## src/rtl/csr_file.sv

```systemverilog
// Machine-mode CSR register file: mstatus, trap registers, scratch and the 64-bit
// mcycle/minstret counters, with combinational reads for decode and mtvec/mepc for fetch.
module csr_file #(
  parameter int unsigned     XLEN     = 32,
  parameter logic [XLEN-1:0] MISA_VAL = 32'h4000_0100,
  parameter logic [XLEN-1:0] HART_ID  = '0
) (
  input  logic            clk,
  input  logic            reset_n,
  input  logic            csr_wbk_v_q_i,
  input  logic [11:0]     csr_adr_q_i,
  input  logic [XLEN-1:0] csr_data_q_i,
  input  logic [11:0]     csr_rd_adr_i,
  output logic [XLEN-1:0] csr_rd_data_o,
  output logic            csr_rd_illegal_o,
  input  logic            exception_i,
  input  logic [XLEN-1:0] cause_i,
  input  logic [XLEN-1:0] mtval_i,
  input  logic [XLEN-1:0] pc_i,
  input  logic [1:0]      core_mode_i,
  input  logic            mret_i,
  input  logic            instret_i,
  output logic [XLEN-1:0] mtvec_o,
  output logic [XLEN-1:0] mepc_o,
  output logic            mie_o
);

  logic            st_mie_q, st_mpie_q;
  logic [1:0]      st_mpp_q;
  logic [XLEN-1:0] mie_q, mtvec_q, mscratch_q, mepc_q, mcause_q, mtval_q;
  logic [63:0]     mcycle_q, minstret_q, mcycle_d, minstret_d;
  logic [XLEN-1:0] mstatus_rd;

  logic wr_mstatus, wr_mie, wr_mtvec, wr_mscratch, wr_mepc, wr_mcause, wr_mtval;
  logic wr_mcycle, wr_mcycleh, wr_minstret, wr_minstreth;

  assign wr_mstatus   = csr_wbk_v_q_i && (csr_adr_q_i == 12'h300);
  assign wr_mie       = csr_wbk_v_q_i && (csr_adr_q_i == 12'h304);
  assign wr_mtvec     = csr_wbk_v_q_i && (csr_adr_q_i == 12'h305);
  assign wr_mscratch  = csr_wbk_v_q_i && (csr_adr_q_i == 12'h340);
  assign wr_mepc      = csr_wbk_v_q_i && (csr_adr_q_i == 12'h341);
  assign wr_mcause    = csr_wbk_v_q_i && (csr_adr_q_i == 12'h342);
  assign wr_mtval     = csr_wbk_v_q_i && (csr_adr_q_i == 12'h343);
  assign wr_mcycle    = csr_wbk_v_q_i && (csr_adr_q_i == 12'hB00);
  assign wr_mcycleh   = csr_wbk_v_q_i && (csr_adr_q_i == 12'hB80);
  assign wr_minstret  = csr_wbk_v_q_i && (csr_adr_q_i == 12'hB02);
  assign wr_minstreth = csr_wbk_v_q_i && (csr_adr_q_i == 12'hB82);

  // Increment the full 64-bit value first so the carry comes from the pre-write low half,
  // then let a software write overwrite just the addressed half.
  always_comb begin
    mcycle_d = mcycle_q + 64'd1;
    if (wr_mcycle)  mcycle_d[31:0]  = csr_data_q_i;
    if (wr_mcycleh) mcycle_d[63:32] = csr_data_q_i;
    minstret_d = minstret_q + {63'd0, instret_i};
    if (wr_minstret)  minstret_d[31:0]  = csr_data_q_i;
    if (wr_minstreth) minstret_d[63:32] = csr_data_q_i;
  end

  always_ff @(posedge clk or negedge reset_n) begin
    if (!reset_n) begin
      mcycle_q   <= '0;
      minstret_q <= '0;
      mie_q      <= '0;
      mtvec_q    <= '0;
      mscratch_q <= '0;
    end else begin
      mcycle_q   <= mcycle_d;
      minstret_q <= minstret_d;
      if (wr_mie)      mie_q      <= csr_data_q_i;
      if (wr_mtvec)    mtvec_q    <= {csr_data_q_i[XLEN-1:2], 2'b00};
      if (wr_mscratch) mscratch_q <= csr_data_q_i;
    end
  end

  always_ff @(posedge clk or negedge reset_n) begin
    if (!reset_n) begin
      st_mie_q  <= 1'b0;
      st_mpie_q <= 1'b0;
      st_mpp_q  <= 2'b11;
      mepc_q    <= '0;
      mcause_q  <= '0;
      mtval_q   <= '0;
    end else if (exception_i) begin
      mepc_q    <= {pc_i[XLEN-1:2], 2'b00};
      mcause_q  <= cause_i;
      mtval_q   <= mtval_i;
      st_mpie_q <= st_mie_q;
      st_mie_q  <= 1'b0;
      st_mpp_q  <= core_mode_i;
    end else begin
      if (mret_i) begin
        st_mie_q  <= st_mpie_q;
        st_mpie_q <= 1'b1;
        st_mpp_q  <= 2'b00;
      end else if (wr_mstatus) begin
        st_mie_q  <= csr_data_q_i[3];
        st_mpie_q <= csr_data_q_i[7];
        st_mpp_q  <= csr_data_q_i[12:11];
      end
      if (wr_mepc)   mepc_q   <= {csr_data_q_i[XLEN-1:2], 2'b00};
      if (wr_mcause) mcause_q <= csr_data_q_i;
      if (wr_mtval)  mtval_q  <= csr_data_q_i;
    end
  end

  always_comb begin
    mstatus_rd        = '0;
    mstatus_rd[3]     = st_mie_q;
    mstatus_rd[7]     = st_mpie_q;
    mstatus_rd[12:11] = st_mpp_q;
  end

  always_comb begin
    csr_rd_data_o    = '0;
    csr_rd_illegal_o = 1'b0;
    case (csr_rd_adr_i)
      12'h300: csr_rd_data_o = mstatus_rd;
      12'h301: csr_rd_data_o = MISA_VAL;
      12'h304: csr_rd_data_o = mie_q;
      12'h305: csr_rd_data_o = mtvec_q;
      12'h340: csr_rd_data_o = mscratch_q;
      12'h341: csr_rd_data_o = mepc_q;
      12'h342: csr_rd_data_o = mcause_q;
      12'h343: csr_rd_data_o = mtval_q;
      12'h344: csr_rd_data_o = '0;
      12'hB00, 12'hC00: csr_rd_data_o = mcycle_q[31:0];
      12'hB80, 12'hC80: csr_rd_data_o = mcycle_q[63:32];
      12'hB02, 12'hC02: csr_rd_data_o = minstret_q[31:0];
      12'hB82, 12'hC82: csr_rd_data_o = minstret_q[63:32];
      12'hF14: csr_rd_data_o = HART_ID;
      default: csr_rd_illegal_o = 1'b1;
    endcase
  end

  assign mtvec_o = mtvec_q;
  assign mepc_o  = mepc_q;
  assign mie_o   = st_mie_q;

endmodule

```

## config.mk

```make
export PLATFORM = sky130hd
export DESIGN_NAME = csr_file
export DESIGN_NICKNAME = d
export VERILOG_FILES = /design/src/rtl/csr_file.sv
export SDC_FILE = /design/constraint.sdc
export NUM_CORES = 1
export LEC_CHECK = 0
export CAP_MARGIN = 20
export CORE_MARGIN = 4
export CORE_UTILIZATION = 40
export CTS_BUF_LIST = sky130_fd_sc_hd__clkbuf_2 sky130_fd_sc_hd__clkbuf_4 sky130_fd_sc_hd__clkbuf_8
export DETAILED_ROUTE_END_ITERATION = 10
export MAX_ROUTING_LAYER = met4
export PLACE_DENSITY = 0.69
export SETUP_SLACK_MARGIN = 0.2
export SLEW_MARGIN = 20
export SYNTH_ARGS = -nofsm -noshare
export SYNTH_HDL_FRONTEND = slang
export SYNTH_SLANG_ARGS = --single-unit
```

## constraint.sdc

```tcl
create_clock -name clk -period 3.1 [get_ports clk]
set_input_delay 0.775 -clock clk [delete_from_list [all_inputs] [get_ports clk]]
set_output_delay 0.775 -clock clk [all_outputs]
set_load 0.1 [all_outputs]
```

==> results of run 1 <==
layer usage:
metal	global-route usage	vias to the layer above
met5	-	-
met4	0.0891	0
met3	0.0546	153
met2	0.442	811
met1	0.394	8210
li1	-	7332
layout by cell type, fill, tap and decap left out, drive strengths merged, types with 7 or more instances in the layout:
cell and instances:
and4 8, inv 21, nor2 88, a22o 23, mux2 118, a21oi 34
clkdlybuf4s50 143, mux2i 112, nand3 80, a221oi 15, o21ai 210, nor4 20
nor3b 7, nand2 294, dfrtp 318, xor2 37, clkbuf 83, xnor2 87
clkinv 11, and3 21, mux4 8, buf 315, nand4 43, a22oi 34
a222oi 20, nor3 49
worst max path at each step:
| stage | slack (ps) | end | cells past startpoint | start |
|---|---|---|---|---|
| after floorplan | -450 | csr_rd_data_o[21] | 6 | csr_rd_adr_i[4] |
| after global placement | -820 | csr_rd_data_o[24] | 11 | csr_rd_adr_i[10] |
| final | -300 | csr_rd_data_o[19] | 11 | csr_rd_adr_i[10] |
| after CTS | -250 | csr_rd_data_o[23] | 11 | csr_rd_adr_i[9] |
| after global routing | -320 | csr_rd_data_o[23] | 11 | csr_rd_adr_i[8] |
| after detailed placement | -800 | csr_rd_data_o[23] | 11 | csr_rd_adr_i[10] |
critical path: cells and delay by family:
family	cells	cell delay [ps]
AO/OA/AOI/OAI	1	130
buffers and inverters	6	880
AND/OR/NAND/NOR	4	820
flip-flops by register name, summed over array words and instances (netlist names):
| name | count |
|---|---|
| mtval_q | 32 |
| mcycle_q | 64 |
| mscratch_q | 32 |
| minstret_q | 64 |
| mtvec_o | 30 |
| mie_q | 32 |
| mcause_q | 32 |
| mie_o | 1 |
| mepc_o | 30 |
| st_mpie_q | 1 |
| st_mpp_q | 2 |
report_power, final:
| part | switching, uW | internal [uW] |
|---|---|---|
| clock network | 1850 | 2160 |
| logic | 944 | 574 |
| registers | 241 | 4390 |
area by class of cell:
type | count | share of cell area
inverter | 19 | 0.00303
sequential | 320 | 0.323
antenna | 3 | 0.000303
multi-input combinational | 1361 | 0.406
tap | 585 | 0.0295
clock inverter | 15 | 0.00399
timing repair buffer | 459 | 0.192
clock buffer | 82 | 0.0420
through the flow:
step / utilization / worst slack, ps
6_report: 0.570 / -301
5_1_grt: 0.570 / -325
3_3_place_gp: 0.523 / -819
4_1_cts: 0.566 / -253
3_5_place_dp: 0.523 / -802
2_1_floorplan: - / -453
logic make-up after synthesis:
| family | share of synthesized area |
|---|---|
| mux | 0.148 |
| flops | 0.451 |
| buf+inv | 0.0384 |
| xor+xnor | 0.0612 |
| compound gates | 0.123 |
| other cells | 0.000211 |
| fa+ha+maj | 0.00212 |
| simple gates | 0.176 |
repair_timing:
item,4_1_cts,5_1_grt
setup endpoints to repair,33,33
buffers inserted,29,8
pin swaps,63,25
gates resized for setup,141,18
hold endpoints to repair,0,0
gates cloned,2,2
synthesized netlist by cell type, drive strengths merged (8+ instances only):
master,count,area (sq um)
nand4,43,290
nand3,80,420
xnor2,87,762
nor4,20,216
dfrtp,318,7960
clkbuf,78,293
buf,60,317
nor3,49,297
mux4,8,180
nand2,293,1100
a22o,23,201
o21ai,210,1050
a221oi,15,131
inv,19,71.3
a21oi,34,170
and3,21,133
a22oi,34,255
a222oi,20,200
mux2i,112,1120
xor2,37,324
nor2,88,335
mux2,118,1330
==> results_dict.tcl, run 1 <==
set metrics [dict create \
    die_w_microns 219 \
    worst_pin_slew_ps 969 \
    placed_cells 2703 \
    hold_viol 0 \
    reg2reg_from "minstret_q[11]" \
    drc_errors 0 \
    endpoint_kind "output port" \
    ios 258 \
    numCtsBuffers 55 \
    dieHeight_microns 219 \
    cts_root_buffer "clkbuf_8" \
    io_buffers 251 \
    p_per_area_mw_per_mm2 410 \
    worstPathRequired_ps 2320 \
    netlist-cell-type-count 68 \
    cp_common_cell "buf_6" \
    fillers 3674 \
    wl_microns 68800 \
    dr.pass1.iters 8 \
    final.period_utilization 1.10 \
    rrSetupSlack_ps 610 \
    synth_cells 1833 \
    synth_edf_count 0 \
    worstReg2RegEnd "minstret_q[53]" \
    antenna_found_initial 1 \
    grt-ovfl-total 0 \
    clkSinkCount 320 \
    clock_path_buffers 3 \
    row_count 76 \
    hold_buffers 0 \
    worst_slack_ps -301 \
    area_delta_synth_final_pct 39.7 \
    timing.fmax_mhz 294 \
    dp_hpwl_microns 49700 \
    vias 16500 \
    fin_nets 2379 \
    drive_gt1_frac 0.298 \
    wl_per_cell_microns 24.2 \
    cts_tree "built" \
    critPathMaxFanout 6 \
    start_util 0.408 \
    ys_seq_area_frac 0.451 \
    violations "negative setup slack" \
    start_kind "primary input" \
    grt_pass1_wl_microns 103000 \
    power.total_uw 10200 \
    maxSlewHeadroom 0.352 \
    setup_viol 33 \
    drt_iter0_markers 1730 \
    coreArea_sq_mm 0.0435 \
    finalClockSkew_ps 52.1 \
    rsz0062_at_grt "true" \
    tns_ps -7330 \
    track_usage 0.289 \
    vias_per_cell 5.80 \
    layout_min_cycle_time_ps 3400 \
    m1WireLength_microns 29100 \
    ys.flop_type "dfrtp_1" \
    ir_drop_v 0.000349 \
    maxCapViolCount 0 \
    arrival_ps 2630 \
    fin_area_sq_mm 0.0248 \
    crit_chain "buf_6 -> buf_6 -> or3_4 -> buf_8 -> nor3_4 -> buf_6 -> and3_4 -> a222oi_1 -> buf_4 -> nand3_4 -> buf_12" \
    grt_pass1_vias 16400 \
    clk_pin_slew_ps 60 \
    cpPeakStageDelay_ps 320 \
    die-area_sq_mm 0.0478 \
    power_leakage_uw 0.0107 \
    drv_slew 0 \
    met3RoutedLength_microns 5630 \
    synthesis.area_sq_mm 0.0177 \
    seqCellArea_sq_mm 0.00801 \
    reg2regPathDepth 6 \
    clkLatencyLatePin_ps 670 \
    routabilityCongestion 0.978 \
    slowest_stage "or3_4" \
    multi_input_area_sq_mm 0.0101 \
    syn_area_per_cell_sq_um 9.68 \
    top_layer "met4" \
    grt_max_degree 84 \
    ys_ff_latch 320 \
    htreeDepth 2 \
    yosys_warnings 0 \
    layout.cells.non_filler 2844 \
    ant_nets 0 \
    synthArstFlopShare 1.00 \
    placed_area_sq_mm 0.0227 \
    wl_met2_microns 31800 \
    hold_path_class "primary input to async pin" \
    status "finished, violations left" \
    path_class "primary input to output port" \
    holdWs_ps 55.7 \
]
Note: power is estimated with default switching activity, not from simulation.
==> run 2: changes to the inputs <==
--- a/config.mk
+++ b/config.mk
@@ -13,7 +13,6 @@
 export MAX_ROUTING_LAYER = met4
 export PLACE_DENSITY = 0.69
 export SETUP_SLACK_MARGIN = 0.2
-export SLEW_MARGIN = 20
 export SYNTH_ARGS = -nofsm -noshare
 export SYNTH_HDL_FRONTEND = slang
 export SYNTH_SLANG_ARGS = --single-unit
==> results of run 2 <==
Final layout, timing and power as in run 1 (identical DEF).
==> run 3: changes to the inputs <==
--- a/config.mk
+++ b/config.mk
@@ -9,6 +9,7 @@
 export CORE_MARGIN = 4
 export CORE_UTILIZATION = 40
 export CTS_BUF_LIST = sky130_fd_sc_hd__clkbuf_2 sky130_fd_sc_hd__clkbuf_4 sky130_fd_sc_hd__clkbuf_8
+export CTS_CLUSTER_DIAMETER = 60
 export DETAILED_ROUTE_END_ITERATION = 10
 export MAX_ROUTING_LAYER = met4
 export PLACE_DENSITY = 0.69
==> constraint.sdc (replaced) <==
create_clock -name clk -period 2.8 [get_ports clk]
set_input_delay 0.7 -clock clk [delete_from_list [all_inputs] [get_ports clk]]
set_output_delay 0.7 -clock clk [all_outputs]
set_load 0.1 [all_outputs]
==> results_dict.tcl, run 3 (synthesis gave the netlist of run 1 again) <==
set metrics [dict create \
    status "finished, violations left" \
    violations "negative hold slack, negative setup slack" \
    drc_errors 0 \
    clock_path_buffers 3 \
    ant_nets 0 \
    start_util 0.408 \
    worstPathRequired_ps 2100 \
    numCtsBuffers 56 \
    endpoint_kind "output port" \
    p_per_area_mw_per_mm2 458 \
    worst_slack_ps -481 \
    clkLatencyLatePin_ps 660 \
    crit_chain "buf_6 -> buf_6 -> or3_4 -> buf_8 -> nor3_4 -> buf_6 -> and3_4 -> a222oi_1 -> buf_4 -> nand3_4 -> buf_12" \
    drv_slew 0 \
    antenna_found_initial 0 \
    fillers 3581 \
    cpPeakStageDelay_ps 370 \
    reg2reg_from "mcycle_q[10]" \
    area_delta_synth_final_pct 43.3 \
    die-area_sq_mm 0.0478 \
    cp_common_cell "buf_6" \
    hold_path_class "primary input to async pin" \
    cts_root_buffer "clkbuf_8" \
    rsz0062_at_grt "true" \
    ios 258 \
    dieHeight_microns 219 \
    drive_gt1_frac 0.320 \
    layout_min_cycle_time_ps 3280 \
    holdWs_ps -1.41 \
    start_kind "primary input" \
    grt_pass1_wl_microns 107000 \
    placed_area_sq_mm 0.0231 \
    endpoint "csr_rd_data_o[19]" \
    rrSetupSlack_ps 410 \
    fin_area_sq_mm 0.0254 \
    critPathMaxFanout 6 \
    path_delay_family "buffers and inverters" \
    vias_per_cell 5.79 \
    clk_pin_slew_ps 60 \
    routabilityCongestion 1.01 \
    worst-path-buf-inv 6 \
    use_met2 0.459 \
    vias 16800 \
    worstSetupStartpoint "csr_rd_adr_i[10]" \
    clkSinkCount 320 \
    maxSlewHeadroom 0.443 \
    io_buffers 251 \
    crit_cells 11 \
    track_usage 0.302 \
    power.total_uw 11600 \
    path_class "primary input to output port" \
    power_leakage_uw 0.0110 \
    grt_use_met3 0.0534 \
    insertedDiodeCount 0 \
    use_met1 0.408 \
    dr.pass1.iters 8 \
    dp_hpwl_microns 51700 \
    wl_microns 71500 \
    maxCapViolCount 0 \
    ir_drop_v 0.000362 \
    final.period_utilization 1.17 \
    fin_nets 2425 \
    row_count 76 \
    coreArea_sq_mm 0.0435 \
    setup_viol 33 \
    worstReg2RegEnd "mcycle_q[63]" \
    finalClockSkew_ps 25.5 \
    grt-ovfl-total 0 \
    drt_iter0_markers 1427 \
    arrival_ps 2580 \
    hold_viol 1 \
    grt_pass1_vias 16900 \
    timing.fmax_mhz 305 \
    wl_per_cell_microns 24.7 \
    htreeDepth 2 \
    worst_pin_slew_ps 833 \
    reg_top3 "mcycle_q: 64 flops, minstret_q: 64 flops" \
    slowest_stage "or3_4" \
    mostFrequentLayoutCells "318 x dfrtp_1, 284 x nand2_1, 236 x buf_4" \
    cts_tree "built" \
    reg2regPathDepth 6 \
    mostFrequentLayoutCell "dfrtp_1" \
    grt_max_degree 75 \
    die_w_microns 219 \
    busiest_layer "met2" \
]
-- run 3: changes by cell type in the layout (fill, tap and decap cells not counted), sizes merged --
| cell | previous run | this run |
|---|---|---|
| bufinv | 0 | 1 |
| bufbuf | 0 | 1 |
| clkbuf | 83 | 93 |
| diode | 3 | 0 |
| clkinv | 11 | 7 |
| buf | 315 | 359 |
| inv | 21 | 20 |
-- run 3: metal layers --
| metal | wire [microns] | share of wire |
|---|---|---|
| met1 | 30000 | 0.42 |
| met2 | 32500 | 0.45 |
| met3 | 5830 | 0.082 |
| met4 | 3170 | 0.044 |
| met5 | 0 | 0 |
-- run 3: through the flow --
step | hold WS (ps) | instances | setup slack (ps) | TNS (ps) | utilization
CTS | 16.5 | 2877 | -413 | -11610 | 0.577
finish | -1.41 | 2892 | -481 | -13680 | 0.585
detailed placement | 476 | 2742 | -941 | -46820 | 0.531
global route | 41.8 | 2892 | -530 | -14990 | 0.585
floorplan | 404 | 1836 | -603 | -6440 | -
global placement | 466 | 2742 | -888 | -44760 | 0.531
-- run 3: layout make-up --
cell class	instances	area, sq um	area share
multi-input cells	1361	10100	0.397
clock inverters	11	95.1	0.00374
flip-flops and latches	320	8010	0.315
clock buffers	92	1150	0.0454
well taps	585	732	0.0288
repair buffers	504	5260	0.207
inverters	19	75.1	0.00295
-- run 3: report_power, final --
part	switching, uW	internal [uW]	leakage [uW]
sequential	268	4860	0.00400
clock	2090	2700	0.000669
combinational	1070	656	0.00635
-- run 3: worst min path at each step --
stage | from | endpoint | slack, ps | cells past startpoint
6_report | reset_n | mcycle_q[39] | -1 | 1
5_1_grt | reset_n | mcycle_q[39] | 40 | 1
4_1_cts | reset_n | mcycle_q[4] | 20 | 1
2_1_floorplan | reset_n | mcause_q[0] | 400 | 0
3_5_place_dp | st_mpp_q[1] | st_mpp_q[1] | 480 | 2
3_3_place_gp | mscratch_q[30] | mscratch_q[30] | 470 | 1
-- run 3: worst register-to-register path, delay by kind of cell, from the launching register on --
kind,cells,cell delay (ps)
AOI/OAI and AO/OA,1,80
xor gates and xnor gates,1,180
DFF,1,540
and+or+nand+nor,4,1450
-- run 3: what timing repair did --
action,CTS,global route
resized for setup,144,41
gates cloned,4,2
setup buffers,28,13
setup endpoints to repair,33,33
hold buffers,0,0
pin swaps,66,46
